**config.mk**
```make
export PLATFORM = sky130hd
export DESIGN_NAME = eng_uc_port_flat
export DESIGN_NICKNAME = d
export VERILOG_FILES = /design/src/rtl/eng_uc_port_if.sv /design/src/rtl/eng_uc_port.sv /design/src/flat_wrapper.sv
export SDC_FILE = /design/constraint.sdc
export NUM_CORES = 1
export LEC_CHECK = 0
export CORE_ASPECT_RATIO = 2
export CORE_UTILIZATION = 50
export CTS_CLUSTER_SIZE = 16
export DETAILED_ROUTE_END_ITERATION = 7
export GPL_ROUTABILITY_DRIVEN = 1
export GPL_TIMING_DRIVEN = 0
export PLACE_DENSITY = 0.77
export SYNTH_ARGS = -nofsm -noshare
export SYNTH_HDL_FRONTEND = slang
export SYNTH_SLANG_ARGS = --single-unit
export TNS_END_PERCENT = 10
```
**constraint.sdc**
```tcl
create_clock -name clk -period 3.9 [get_ports clk]
set_input_delay 0.78 -clock clk [delete_from_list [all_inputs] [get_ports clk]]
set_output_delay 0.78 -clock clk [all_outputs]
set_load 0.01 [all_outputs]
```
**src/rtl/eng_uc_port_if.sv**
```systemverilog
// Unit-clause arbiter endpoint bus.
// Groups the core-side push path, the outbox head presented to the arbiter,
// the arbiter select/read strobe, and the broadcast returned to the core.
// slave  : view of the per-engine endpoint (eng_uc_port)
// master : view of the core + arbiter driving the endpoint
interface eng_uc_port_if #(
  parameter int unsigned UC_LENGTH  = 64,
  parameter int unsigned NUM_ENGINE = 4
);
  localparam int unsigned LW = $clog2(UC_LENGTH);

  logic                  core_push;
  logic signed [LW-1:0]  core_lit;
  logic                  core_full;
  logic signed [LW-1:0]  eng2uca;
  logic                  eng2uca_valid;
  logic                  eng2uca_empty;
  logic [NUM_ENGINE-1:0] engmask;
  logic                  eng2uca_rd;
  logic signed [LW-1:0]  uca2eng;
  logic                  uca2eng_valid;
  logic                  conflict;
  logic signed [LW-1:0]  bcast_lit;
  logic                  bcast_valid;
  logic                  local_conflict;

  modport slave (
    input  core_push, core_lit, engmask, eng2uca_rd, uca2eng, uca2eng_valid, conflict,
    output core_full, eng2uca, eng2uca_valid, eng2uca_empty,
           bcast_lit, bcast_valid, local_conflict
  );

  modport master (
    output core_push, core_lit, engmask, eng2uca_rd, uca2eng, uca2eng_valid, conflict,
    input  core_full, eng2uca, eng2uca_valid, eng2uca_empty,
           bcast_lit, bcast_valid, local_conflict
  );
endinterface

```
**src/rtl/eng_uc_port.sv**
```systemverilog
// Per-engine endpoint of the unit-clause arbiter.
// Buffers unit literals from the BCP core in an outbox FIFO, presents the head
// to the arbiter and pops on a selected read strobe. Registers the arbiter
// broadcast for the core; drops core literals that duplicate the broadcast and
// pulses local_conflict for literals that contradict it.
// Ports: clk, rst (sync, active-low), bus (eng_uc_port_if.slave).
module eng_uc_port #(
  parameter int unsigned UC_LENGTH  = 64,
  parameter int unsigned NUM_ENGINE = 4,
  parameter int unsigned ENG_ID     = 0,
  parameter int unsigned DEPTH      = 8
) (
  input  logic          clk,
  input  logic          rst,
  eng_uc_port_if.slave  bus
);
  localparam int unsigned LW = $clog2(UC_LENGTH);
  localparam int unsigned AW = $clog2(DEPTH);
  localparam int unsigned CW = AW + 1;
  localparam int unsigned SW = (NUM_ENGINE > 1) ? $clog2(NUM_ENGINE) : 1;

  logic signed [LW-1:0] mem [DEPTH];
  logic [AW-1:0]        wr_ptr;
  logic [AW-1:0]        rd_ptr;
  logic [CW-1:0]        count;
  logic signed [LW-1:0] bcast_lit_q;
  logic                 bcast_valid_q;
  logic                 local_conflict_q;

  logic                 sel;
  logic                 full;
  logic                 pop;
  logic                 cand;
  logic                 dup;
  logic                 contra;
  logic                 push;
  logic signed [LW-1:0] neg_bcast;

  // Push/pop qualification; conflict suppresses both.
  always_comb begin
    sel       = bus.engmask[SW'(ENG_ID)];
    full      = (count == CW'(DEPTH));
    neg_bcast = -bus.uca2eng;
    pop       = bus.eng2uca_rd && sel && (count != '0) && !bus.conflict;
    cand      = bus.core_push && (bus.core_lit != '0);
    dup       = bus.uca2eng_valid && (bus.core_lit == bus.uca2eng);
    contra    = bus.uca2eng_valid && (bus.core_lit == neg_bcast);
    // A pop in the same cycle frees the slot, so a full FIFO still accepts.
    push      = cand && !dup && !contra && (!full || pop) && !bus.conflict;
  end

  // Outbox storage; contents need no reset because count gates visibility.
  always_ff @(posedge clk) begin
    if (push) mem[wr_ptr] <= bus.core_lit;
  end

  // Pointers, occupancy and the registered broadcast path.
  always_ff @(posedge clk) begin
    if (!rst) begin
      wr_ptr           <= '0;
      rd_ptr           <= '0;
      count            <= '0;
      bcast_lit_q      <= '0;
      bcast_valid_q    <= 1'b0;
      local_conflict_q <= 1'b0;
    end else begin
      if (bus.conflict) begin
        wr_ptr <= '0;
        rd_ptr <= '0;
        count  <= '0;
      end else begin
        if (push) wr_ptr <= wr_ptr + AW'(1);
        if (pop)  rd_ptr <= rd_ptr + AW'(1);
        count <= count + CW'(push) - CW'(pop);
      end
      bcast_valid_q    <= bus.uca2eng_valid;
      bcast_lit_q      <= bus.uca2eng_valid ? bus.uca2eng : '0;
      local_conflict_q <= cand && contra;
    end
  end

  // Head and status decode from registered state only (no fall-through).
  assign bus.eng2uca        = (count != '0) ? mem[rd_ptr] : '0;
  assign bus.eng2uca_valid  = (count != '0);
  assign bus.eng2uca_empty  = (count == '0);
  assign bus.core_full      = full;
  assign bus.bcast_lit      = bcast_lit_q;
  assign bus.bcast_valid    = bcast_valid_q;
  assign bus.local_conflict = local_conflict_q;
endmodule
```
**src/flat_wrapper.sv**
```systemverilog
// flat-port wrapper written by rule: the top's interface ports become plain ports
module eng_uc_port_flat 
#(
  parameter int unsigned UC_LENGTH  = 64,
  parameter int unsigned NUM_ENGINE = 4,
  parameter int unsigned ENG_ID     = 0,
  parameter int unsigned DEPTH      = 8
)
  (clk, rst, bus_core_push, bus_core_lit, bus_engmask, bus_eng2uca_rd, bus_uca2eng, bus_uca2eng_valid, bus_conflict, bus_core_full, bus_eng2uca, bus_eng2uca_valid, bus_eng2uca_empty, bus_bcast_lit, bus_bcast_valid, bus_local_conflict);
  eng_uc_port_if #(.UC_LENGTH(UC_LENGTH), .NUM_ENGINE(NUM_ENGINE)) bus_i ();
  input  logic clk;
  input  logic rst;
  input wire logic [$bits(bus_i.core_push)-1:0] bus_core_push;
  input wire logic [$bits(bus_i.core_lit)-1:0] bus_core_lit;
  input wire logic [$bits(bus_i.engmask)-1:0] bus_engmask;
  input wire logic [$bits(bus_i.eng2uca_rd)-1:0] bus_eng2uca_rd;
  input wire logic [$bits(bus_i.uca2eng)-1:0] bus_uca2eng;
  input wire logic [$bits(bus_i.uca2eng_valid)-1:0] bus_uca2eng_valid;
  input wire logic [$bits(bus_i.conflict)-1:0] bus_conflict;
  output wire logic [$bits(bus_i.core_full)-1:0] bus_core_full;
  output wire logic [$bits(bus_i.eng2uca)-1:0] bus_eng2uca;
  output wire logic [$bits(bus_i.eng2uca_valid)-1:0] bus_eng2uca_valid;
  output wire logic [$bits(bus_i.eng2uca_empty)-1:0] bus_eng2uca_empty;
  output wire logic [$bits(bus_i.bcast_lit)-1:0] bus_bcast_lit;
  output wire logic [$bits(bus_i.bcast_valid)-1:0] bus_bcast_valid;
  output wire logic [$bits(bus_i.local_conflict)-1:0] bus_local_conflict;
  assign bus_i.core_push = bus_core_push;
  assign bus_i.core_lit = bus_core_lit;
  assign bus_i.engmask = bus_engmask;
  assign bus_i.eng2uca_rd = bus_eng2uca_rd;
  assign bus_i.uca2eng = bus_uca2eng;
  assign bus_i.uca2eng_valid = bus_uca2eng_valid;
  assign bus_i.conflict = bus_conflict;
  assign bus_core_full = bus_i.core_full;
  assign bus_eng2uca = bus_i.eng2uca;
  assign bus_eng2uca_valid = bus_i.eng2uca_valid;
  assign bus_eng2uca_empty = bus_i.eng2uca_empty;
  assign bus_bcast_lit = bus_i.bcast_lit;
  assign bus_bcast_valid = bus_i.bcast_valid;
  assign bus_local_conflict = bus_i.local_conflict;
  eng_uc_port #(.UC_LENGTH(UC_LENGTH), .NUM_ENGINE(NUM_ENGINE), .ENG_ID(ENG_ID), .DEPTH(DEPTH)) u_core (.clk(clk), .rst(rst), .bus(bus_i));
endmodule
```
# --- After elaboration in Yosys (flattened, before gate mapping) ---
# Memories as Yosys holds them, arrays and structs flattened. A register that Yosys moved wholly into a read port is not among the register bits.
# Cells that the tools add are included.
op_classes:
  reduce_logical: 21
  n_mux: 5
  n_bitwise: 1
  n_eq_ne: 3
  add_sub_neg: 5
ops:
  columns: ["cell", "count"]
  rows:
  - ["$eq 6x6->1", 2]
  - ["$logic_and 1x1->1", 11]
  - ["$add 3x1->3 const B", 2]
  - ["$mux 3", 2]
  - ["$mux 6", 1]
  - ["$neg 6->6", 1]
  - ["$reduce_bool 6->1", 1]
  - ["$add 4x1->4", 1]
  - ["$eq 4x4->1 const B", 1]
  - ["$logic_not 1->1", 4]
  - ["$logic_not 4->1", 1]
  - ["$reduce_bool 4->1", 1]
  - ["$sub 4x1->4", 1]
  - ["$mux 1", 2]
  - ["$reduce_and 2->1", 1]
  - ["$reduce_or 2->1", 1]
  - ["$logic_or 1x1->1", 1]
  - ["$not 1->1", 1]
word_totals:
  out_inout_bits: 17
  input_bits: 22
  ff_bits: 18
  n_memories: 1
  ramBits: 48
mem_list:
  columns: ["name", "depth", "width", "rd", "rd_clocked_by_memory_dff", "wr", "line_no", "text"]
  rows:
  - ["u_core.mem", 8, 6, 1, 1, 1, "eng_uc_port.sv:22", "logic signed [LW-1:0] mem [DEPTH];"]

# --- Longest topological paths before layout ---
depth:
  word_depth: 9
  depth_mapped: 12
  depth_no_buf: 11

# --- Least setup slack after synthesis ---
# OpenSTA, ideal clock, no wires.
synth_path:
  path_kind: "in2reg"
  start: "in bus_uca2eng[0]"
  end: "mem u_core.mem[4][0] (netlist bit), enable pin"
  arrival_time_ns: 2.569
  path_buffers: 1
  cell_stages: 8
  required_time_ns: 3.514
  path_slack_ns: 0.945
  cell_sequence: "inv_1 > ha_1 > and3b_1 > nor3_1 > o21ai_1 > a211oi_2 > buf_6 > nor4bb_1"
synth_via:
  elab_chain_cells: 9
  word_cells_on_any_way: 13
  classes_between: "1 x add/sub; 2 x eq/ne; 2 x mux; 8 x reduce/logical"
synth_lines:
  columns: ["item", "line_no", "text"]
  rows:
  - ["start: declaration", "flat_wrapper.sv:17", "input wire logic [$bits(bus_i.uca2eng)-1:0] bus_uca2eng;"]
  - ["$neg 6->6 / $eq 6x6->1 (equally long branches)", "eng_uc_port.sv:43, eng_uc_port.sv:46", null]
  - ["$eq 6x6->1 / $logic_and 1x1->1 (equally long branches)", "eng_uc_port.sv:47, eng_uc_port.sv:46", null]
  - ["$logic_and 1x1->1 / $logic_not 1->1 (equally long branches)", "eng_uc_port.sv:47, eng_uc_port.sv:49", null]
  - ["$logic_not 1->1 / $logic_and 1x1->1 (equally long branches)", "eng_uc_port.sv:49", "push = cand && !dup && !contra && (!full || pop) && !bus.conflict;"]
  - ["$logic_and 1x1->1 * (3 in a row)", "eng_uc_port.sv:49", null]
  - ["net u_core.push", "eng_uc_port.sv:36", "logic push;"]
  - ["$mux 1 *", "eng_uc_port.sv:54", "if (push) mem[wr_ptr] <= bus.core_lit;"]
  - ["$mux 1 (implied by the code) *", "eng_uc_port.sv:54", null]
  - ["end: declaration", "eng_uc_port.sv:22", null]
# The timed path passes the listed nets; every way through them passes the cells marked *.

# --- Worst setup path in the final report ---
layout_path:
  start: "in bus_uca2eng[0]"
  end: "mem u_core.mem[4][2] (netlist bit), enable pin"
# The elaborated chain is that of the path after synthesis.

==> results.cfg <==
[status]
status = finished, violations left
violations = design-rule violations

[pwr]
power_frac_seq = 0.464
power.density_nw_per_um2 = 463
combPwrFrac = 0.071
p_int_mw = 1.38
leakage_nw = 1.30
power_switching_uw = 333
p_clk_frac = 0.464
switching_share = 0.194
peakVddDrop_v = 0.000291

[cts]
cts_tree = yes
cts_made_buffers = 9
h-tree-depth = 3
root_buffer = clkbuf_16
worstSkewPairLatency_ps = 330
cts.sinks = 69
cts_setup_buffers = 0
cts_hold_buf = 0
cts_resized = 1
clk_pin_slew_ps = 50
cts_buffer_depth = 2

[finish]
antenna_cells = 0
final_cell_mix = edfxtp_1 (48), clkdlybuf4s50_1 (34), dfxtp_1 (21), nor2_1 (14), mux4_2 (12)
final_common_cell = edfxtp_1
drive_gt1_frac = 0.134
nets = 273
final_cells = 307
synthToLayoutAreaGrowth_pct = 24.1
finalInstanceArea_sq_um = 3710

[die]
dieWidth_microns = 56.7
start_util = 0.519
core_area_sq_um = 5760
die_area_sq_um = 6310
die_y_microns = 111
io_pins = 39
rows = 39

[job]
maxCapViolCount = 0

[logic_synthesis]
yosys.area_share.simple = 0.121
syn_avg_cell_area_sq_um = 15.3
synth.ff_latch_count = 69
synth_top_family_by_area = multiplexers
syn_area_sq_um = 2990
synth_mux_area_frac = 0.124
async_flop_share = 0
synth_edf_count = 48
synth_fa_ha_area_frac = 0.0444
yosys_warnings = 0
syn_inst = 196
syn_nets = 228
synth_flop_cell = edfxtp_1
synth_xor_area_frac = 0.0381
synth_compound_area_frac = 0.0272
yosys.cell_types.count = 42
ys_seq_area_frac = 0.623

[sta]
slew_viol_final = 0
timing.hold.ws_ps = 542
setup_violations = 0
fin_skew_ps = 3.99
rsz0062_at_grt = no
period_share = 0.897
fmax_ghz = 0.286
fin_crit_ps = 3500
layout_setup_ws_ps = 402
tightest_slew_ps = 884
slew_headroom = 0.402
hold_violations = 0

[critical_path]
slowest_stage = nor4bb_2
critPathLaunchType = input pin
critical_path_buf_inv_count = 3
crit_chain = clkdlybuf4s50_1 > inv_1 > ha_1 > and3b_1 > nor3_1 > o21ai_1 > a211oi_2 > buf_6 > nor4bb_2
cp-end-kind = flip-flop
cp_max_fo = 10
crit_arrival_ps = 3450
path_delay_family = simple AND/OR/NAND/NOR gates
r2r_cells = 8
path_class = in2reg
cp.required_ps = 3850
crit_cells = 9
cp_slowest_stage_delay_ps = 720

[detailed_routing]
vias_per_cell = 5.68
met1_length_microns = 2110
route.detailed.drc = 4
highest_layer = met4
drtIter0Drc = 66
wl_microns = 5810
vias = 1744
routed-wl-met2_microns = 3400
wire_per_inst_microns = 18.9
route.met3.wl_microns = 140
first_pass_iters = 6
postRouteAntennaNets = 0

[global_route]
grt_pass1_vias = 1800
grt_pass1_wl_microns = 9380
grt.total_usage = 0.211
antenna_found_initial = 0
grt_max_degree = 14
gr-total-overflow = 0

[place]
place_ws_ps = -330
gp_congestion = 0.725
hpwl_microns = 4160
place_area_sq_um = 3410
portBuffers = 34
dp_cells = 291

[worst_hold_path]
hp-class = reg2reg
whs_path_depth = 2
[state kept, by name, summed over array words and instances, names as in the netlist, named ones only]
register                   flops
u_core.wr_ptr                  3
u_core.bus.bcast_lit           6
u_core.mem                    48
u_core.bus.local_conflict      1
u_core.count                   4
u_core.rd_ptr                  3
u_core.bus.bcast_valid         1
[kinds of logic (layout without fill, tap and decap cells)]
kind of cell | after synthesis | after routing
AOI/OAI and AO/OA | 10 | 10
xor gates and xnor gates | 13 | 13
adders and majority gates | 10 | 10
buffers and inverters | 15 | 65
DFF | 69 | 69
muxes | 22 | 22
and+or+nand+nor | 57 | 57
[synth_stat cells, types with 2 or more instances]
library cell | number | area (sq um)
edfxtp_1 | 48 | 1440
dfxtp_1 | 21 | 420
nor2_1 | 14 | 52.6
mux4_2 | 12 | 270
inv_1 | 10 | 37.5
mux2i_1 | 10 | 100
ha_1 | 9 | 113
xnor2_1 | 9 | 78.8
and3_1 | 8 | 50.1
nand2_1 | 6 | 22.5
nor3_1 | 4 | 20.0
xor2_1 | 4 | 35.0
and2_1 | 3 | 18.8
and4b_1 | 3 | 30.0
nand2b_1 | 3 | 18.8
a21o_1 | 2 | 15.0
a21oi_1 | 2 | 10.0
and3b_1 | 2 | 17.5
clkbuf_1 | 2 | 7.51
nor2b_1 | 2 | 12.5
[power by group through the flow]
stage	Combinational, mW	Clock [mW]	Sequential [mW]
CTS	0.123	0.812	0.797
detailed placement	0.122	0	0.812
global route	0.133	0.835	0.797
global placement	0.119	0	0.811
finish	0.122	0.797	0.797
floorplan	0.0577	0	0.812
[through the flow]
step | utilization | TNS (ps) | power [mW]
4_1_cts | 0.645 | 0 | 1.73
3_3_place_gp | 0.592 | -1170 | 0.930
6_report | 0.645 | 0 | 1.72
2_1_floorplan | - | 0 | 0.870
3_5_place_dp | 0.592 | -1980 | 0.934
5_1_grt | 0.645 | 0 | 1.77
[cell type report]
class                   instances  area [sq um]
multi-input cells             112          1070
fillers                       432          2050
repair buffers                 34           340
flip-flops and latches         69          1860
plain buffers                   5          31.3
clock buffers                  15           268
clock inverters                 1          30.0
inverters                      10          37.5
well taps                      61          76.3
[worst register-to-register path, cell delays in order, from the launching register on]
cell      delay, ps
dfxtp_1         300
inv_1            60
ha_1            190
nor3b_2         220
o31ai_1         320
o211ai_2        150
a211oi_2        310
buf_6           180
nor4bb_2        720
[routing by layer]
layer | track usage | up-vias
li1 | - | 831
met1 | 0.217 | 868
met2 | 0.382 | 33
met3 | 0.0488 | 12
met4 | 0.112 | 0
met5 | 0 | -
[path summary, 6_finish.rpt]
check / from / to / slack (ps)
setup / recovery: bus_uca2eng[0] / u_core.mem[4][2]$_DFFE_PP_ / 400
hold / removal: u_core.rd_ptr[1]$_SDFFE_PP0P_ / u_core.rd_ptr[1]$_SDFFE_PP0P_ / 540
setup reg to reg: u_core.count[2]$_SDFF_PP0_ / u_core.mem[4][2]$_DFFE_PP_ / 1060
hold reg to reg: u_core.rd_ptr[1]$_SDFFE_PP0P_ / u_core.rd_ptr[1]$_SDFFE_PP0P_ / 540
No activity file was read; power rests on OpenSTA's default activity.
==> RTL change 1: new RTL, same settings <==
`DEPTH` is set to 8 in 2 places; all go to 16.
--- a/src/rtl/eng_uc_port.sv
+++ b/src/rtl/eng_uc_port.sv
@@ -9,5 +9,5 @@
   parameter int unsigned NUM_ENGINE = 4,
   parameter int unsigned ENG_ID     = 0,
-  parameter int unsigned DEPTH      = 8
+  parameter int unsigned DEPTH      = 16
 ) (
   input  logic          clk,
--- a/src/flat_wrapper.sv
+++ b/src/flat_wrapper.sv
@@ -5,5 +5,5 @@
   parameter int unsigned NUM_ENGINE = 4,
   parameter int unsigned ENG_ID     = 0,
-  parameter int unsigned DEPTH      = 8
+  parameter int unsigned DEPTH      = 16
 )
   (clk, rst, bus_core_push, bus_core_lit, bus_engmask, bus_eng2uca_rd, bus_uca2eng, bus_uca2eng_valid, bus_conflict, bus_core_full, bus_eng2uca, bus_eng2uca_valid, bus_eng2uca_empty, bus_bcast_lit, bus_bcast_valid, bus_local_conflict);
Formal check against the unedited RTL: not equivalent (a bounded check fails within 10 cycles, from zero or initial values and one cycle with rst low).
==> RTL change 1 against the original RTL <==
  * Power up 89%
  * Critical path type unchanged
  * Cell area up 69%
  * Sequential cell count up 52
  * Combinational power up 45%
  * Setup slack worse by 0.22 ns
  * Die area up 69%
  * Synthesized area up 71%
  * Wire length up 71%
==> RTL change 1: results (changes against the original RTL) <==
metric	value	unit	change
status	completed		
path_max_fanout	18		+8
synthTopCellsByCount	96 x edfxtp_1, 30 x mux4_2, 25 x dfxtp_1		
rr_endpoint	u_core.count[4]		
synth-seq-area-share	66.06	%	+3.8 points
grt_pass1_vias	2885		+60%
cp_slowest_cell	clkdlybuf4s50_1		
cp.arrival	4.06	ns	+0.61 ns
holdPathEnd	u_core.wr_ptr[1]		
vias	2726		+56%
multi_input_area	0.001609	sq mm	+51%
drive_above_1_share	22.31	%	+8.9 points
clock_area_share	10.10	%	+2.1 points
wirelength	9923	microns	+71%
grt_max_degree	22		+8
htree_levels	4		+1
synth-seq-cells	121		+75%
rr_worst_depth	14		+6
synth_edf_count	96		+100%
routabilityCongestion	0.7625		+5.2%
num-clock-buffers	18		+3
bufAreaShareNonClock	6.708	%	-3.3 points
synth.area.top_cells	edfxtp_1 56%, mux4_2 13%, dfxtp_1 9.8%, ha_1 2.9%, xnor2_1 1.7%		
r2r_slack	0.70	ns	-0.36 ns
max_stage_delay	0.76	ns	+0.04 ns
seqCellArea	0.003383	sq mm	+82%
max_slew_margin	40.82	%	+0.58 points
ir_worst_vdd	0.3888	mV	+34%
drt_iter0_markers	245		+270%
largest_register_ffs	96		+100%
ys_types	43		+2.4%
grt_usage	21.23	%	+0.17 points
holdWs	0.5242	ns	-0.01788 ns
clkLatencyLatePin	0.40	ns	+0.07 ns
fillers	734		+70%
[RTL change 1: changes by cell type after synthesis, sizes merged, moves of 10 or more]
cell | before | now
edfxtp | 48 | 96
mux4 | 12 | 30
and2 | 3 | 13
and3 | 8 | 18
[RTL change 1: through the flow]
| stage | setup slack (ns) | area (sq um) | TNS, ns | std cells |
|---|---|---|---|---|
| final | 0.1782 | 6267 | 0 | 495 |
| after global routing | 0.04315 | 6267 | 0 | 495 |
| after CTS | 0.08997 | 6262 | 0 | 495 |
| after detailed placement | -0.3145 | 5627 | -0.3145 | 463 |
| after global placement | -0.2421 | 5627 | -0.2421 | 463 |
| after floorplan | 0.7089 | 5121 | 0 | 297 |
[RTL change 1: timing repair]
item | in CTS | in global routing
gates resized for setup | 2 | 2
hold endpoints to repair | 0 | 0
endpoints found under the setup margin | 6 | 1
cloned | 0 | 0
hold buffers | 0 | 0
[RTL change 1: layer usage]
layer | GRT usage, % | routed length (microns) | vias up
met5 | 0 | 0 | -
met4 | 11.35 | 380 | 0
met3 | 5.972 | 353 | 16
met2 | 36.74 | 5667 | 78
li1 | - | - | 1260
met1 | 22.41 | 3521 | 1372
[RTL change 1: worst reg2reg max path, cell delays in order, from the launching register on]
cell,delay (ns)
dfxtp_1,0.32
inv_1,0.08
ha_1,0.17
nor4b_1,0.72
nor3_1,0.28
ha_1,0.37
inv_1,0.04
ha_1,0.19
inv_1,0.07
fa_1,0.15
inv_1,0.06
a21oi_1,0.15
nor2_1,0.07
or3_1,0.34
a21oi_1,0.14
[RTL change 1: logic make-up (layout without fill, tap and decap cells)]
family          after synthesis  after routing  synth area share [%]
xor+xnor                     14             14                 2.394
mux                          35             35                 14.17
buf+inv                      26             92                 2.516
simple gates                 71             71                 8.576
compound gates               17             17                 2.956
flops                       121            121                 66.06
fa+ha+maj                    13             13                 3.323
[RTL change 1: power by group]
part / switching [uW] / internal, uW / leakage [uW] / total, uW
combinational: 91.1 / 86.1 / 0.000775 / 177
clock: 541 / 1120 / 0.000292 / 1660
sequential: 4.92 / 1400 / 0.00107 / 1410
[RTL change 1: how the worst max path moves through the flow]
stage,from,endpoint,slack (ns),depth (start not counted)
3_3_place_gp,bus_core_lit[2],u_core.count[4],-0.24,14
5_1_grt,bus_core_lit[0],u_core.count[4],0.04,14
6_report,bus_core_lit[0],u_core.count[4],0.18,14
2_1_floorplan,bus_uca2eng[0],u_core.count[4],0.71,15
3_5_place_dp,bus_core_lit[2],u_core.count[4],-0.31,14
4_1_cts,bus_core_lit[2],u_core.count[4],0.09,14
==> RTL change 2: new RTL, same settings <==
Made on the original files. Make the reset (`rst`) asynchronous in one clocked block.
--- a/src/rtl/eng_uc_port.sv
+++ b/src/rtl/eng_uc_port.sv
@@ -56,5 +56,5 @@
 
   // Pointers, occupancy and the registered broadcast path.
-  always_ff @(posedge clk) begin
+  always_ff @(posedge clk or negedge rst) begin
     if (!rst) begin
       wr_ptr           <= '0;
Formal check against the unedited RTL: differs if rst is asserted again (counterexample within 4 cycles, from zero or initial values and one cycle with rst low); with rst held inactive, the same outputs for 10 cycles.
==> RTL change 2 against the original RTL <==
  * The flow still finishes with violations (DRC)
  * Wire length up 0.29%
  * Synthesized area up 1.6%
  * Sequential cell count down 3
  * Maximum frequency down 4.2%
  * Count of clock-buffer cells in the layout down 4
  * Non-clock buffer count up 1
  * Cell area up 3.3%
  * Setup slack worse by 0.15 ns
  * Largest cell class unchanged
Power is not compared: it rests on default switching activity, and its combinational part moved more than twofold at a synthesized area within 25%.
==> RTL change 2: results (changes against the original RTL) <==
metric	value	unit	change
synth.area.top_cells	edfxtp_1 47%, dfrtp_1 15%, mux4_2 8.9%, ha_1 3.7%, mux2i_1 2.6%		
cts_root_buf	clkbuf_16		
p_leak	0.001375	uW	
drive_above_1_share	18.80	%	+5.4 points
ctsResizeCount	3		+2
grt_pass1_vias	1889		+4.9%
drc	4		unchanged
cp_slowest_cell	clkdlybuf4s50_1		
worstReg2RegStart	u_core.count[2]		
vias	1757		+0.75%
max_stage_delay	0.56	ns	-0.16 ns
worst_pin_slew	0.9862	ns	+0.1025 ns
placedCellCount	295		+1.4%
wirelength	5829	microns	+0.29%
grt_first_pass_wirelength	9722	microns	+3.6%
rr_endpoint	u_core.mem[2][1]		
dpl.hpwl	4229	microns	+1.6%
status	finished, violations left		
synth_fp_nets	231		+1.3%
async_flop_share	27.27	%	+27 points
ys_types	43		+2.4%
yosysWarnings	0		unchanged
r2r_slack	1.15	ns	+0.09 ns
holdWs	0.7069	ns	+0.1648 ns
io_buffers	35		+2.9%
synth.avg_cell_area	15.27	sq um	about the same
drt_iter0_markers	46		-30%
cp.arrival	3.84	ns	+0.39 ns
fin_nets	277		+1.5%
synthTopCellsByCount	48 x edfxtp_1, 19 x nor2_1, 18 x dfrtp_1		
grt_usage	21.20	%	+0.14 points
violations	DRC		
ir_worst_vdd	0.4417	mV	
grt_max_degree	19		+5
holdPathEnd	u_core.wr_ptr[2]		
dp_slack	-0.3838	ns	-0.05386 ns
synth_edf_count	48		unchanged
routabilityCongestion	0.7405		+2.1%
rr_worst_depth	9		+1
hold_start	u_core.wr_ptr[2]		
skew	0.008148	ns	+0.004161 ns
avgViaCountPerCell	5.650		-0.55%
path_max_fanout	9		-1
synth-seq-area-share	62.27	%	about the same
firstDrtPassIters	6		unchanged
[RTL change 2: changes by cell type after synthesis, sizes merged, moves of 3 or more]
| cell | unedited run | this run |
|---|---|---|
| nor4b | 0 | 4 |
| dfxtp | 21 | 0 |
| and4b | 3 | 0 |
| nor3 | 4 | 7 |
| nor2 | 14 | 19 |
| and2 | 3 | 6 |
| dfrtp | 0 | 18 |
| and3 | 8 | 1 |
[RTL change 2: routing by layer]
| layer | share of wire (%) | GRT usage (%) | up-vias |
|---|---|---|---|
| li1 | - | - | 832 |
| met1 | 33 | 21.83 | 867 |
| met2 | 60 | 39.14 | 48 |
| met3 | 4.5 | 5.184 | 10 |
| met4 | 2.8 | 9.431 | 0 |
| met5 | 0 | 0 | - |
[RTL change 2: critical path, delay by kind of cell]
family	cells	cell delay, ns
buffers and inverters	3	0.77
adder cells (fa/ha/maj)	3	0.86
AO/OA/AOI/OAI	3	0.98
AND/OR/NAND/NOR	3	0.27
XOR/XNOR	1	0.17
[RTL change 2: where the power goes]
group          total, uW  leakage [uW]  internal (uW)  switching, uW
clock network        913      0.000166            640            274
registers            824      0.000672            798           26.8
logic                548      0.000538            278            270
[RTL change 2: kinds of logic (layout without fill, tap and decap cells)]
| kind of cell | Yosys count | in the layout | share of synthesized area (%) |
|---|---|---|---|
| flops | 66 | 66 | 62.27 |
| simple gates | 59 | 59 | 11.12 |
| mux | 22 | 22 | 12.40 |
| buf+inv | 17 | 68 | 2.388 |
| compound gates | 13 | 13 | 3.995 |
| xor+xnor | 12 | 12 | 3.460 |
| fa+ha+maj | 10 | 10 | 4.366 |
[RTL change 2: area by class of cell]
class | count | area, sq um
buffer | 5 | 27.53
tap | 61 | 76.32
clock inverter | 5 | 102.6
multi-input combinational | 116 | 1099
timing repair buffer | 35 | 350.3
sequential | 66 | 1892
inverter | 12 | 45.04
fill | 408 | 1923
clock buffer | 11 | 242.7
[RTL change 2: stage by stage]
stage | total power [uW] | instance area (sq um)
4_1_cts | 2304 | 3835
6_report | 2286 | 3835
2_1_floorplan | 1161 | 3038
3_5_place_dp | 1386 | 3471
3_3_place_gp | 1370 | 3465
5_1_grt | 2382 | 3835
[RTL change 2: worst max-delay path by stage]
| stage | start | endpoint | slack [ns] |
|---|---|---|---|
| floorplan | bus_uca2eng[0] | u_core.mem[0][0] | 0.83 |
| global placement | bus_uca2eng[0] | u_core.mem[5][4] | -0.39 |
| detailed placement | bus_uca2eng[0] | u_core.mem[4][4] | -0.38 |
| CTS | bus_uca2eng[0] | u_core.mem[2][1] | 0.24 |
| global route | bus_uca2eng[0] | u_core.mem[3][1] | 0.14 |
| finish | bus_uca2eng[0] | u_core.count[2] | 0.25 |
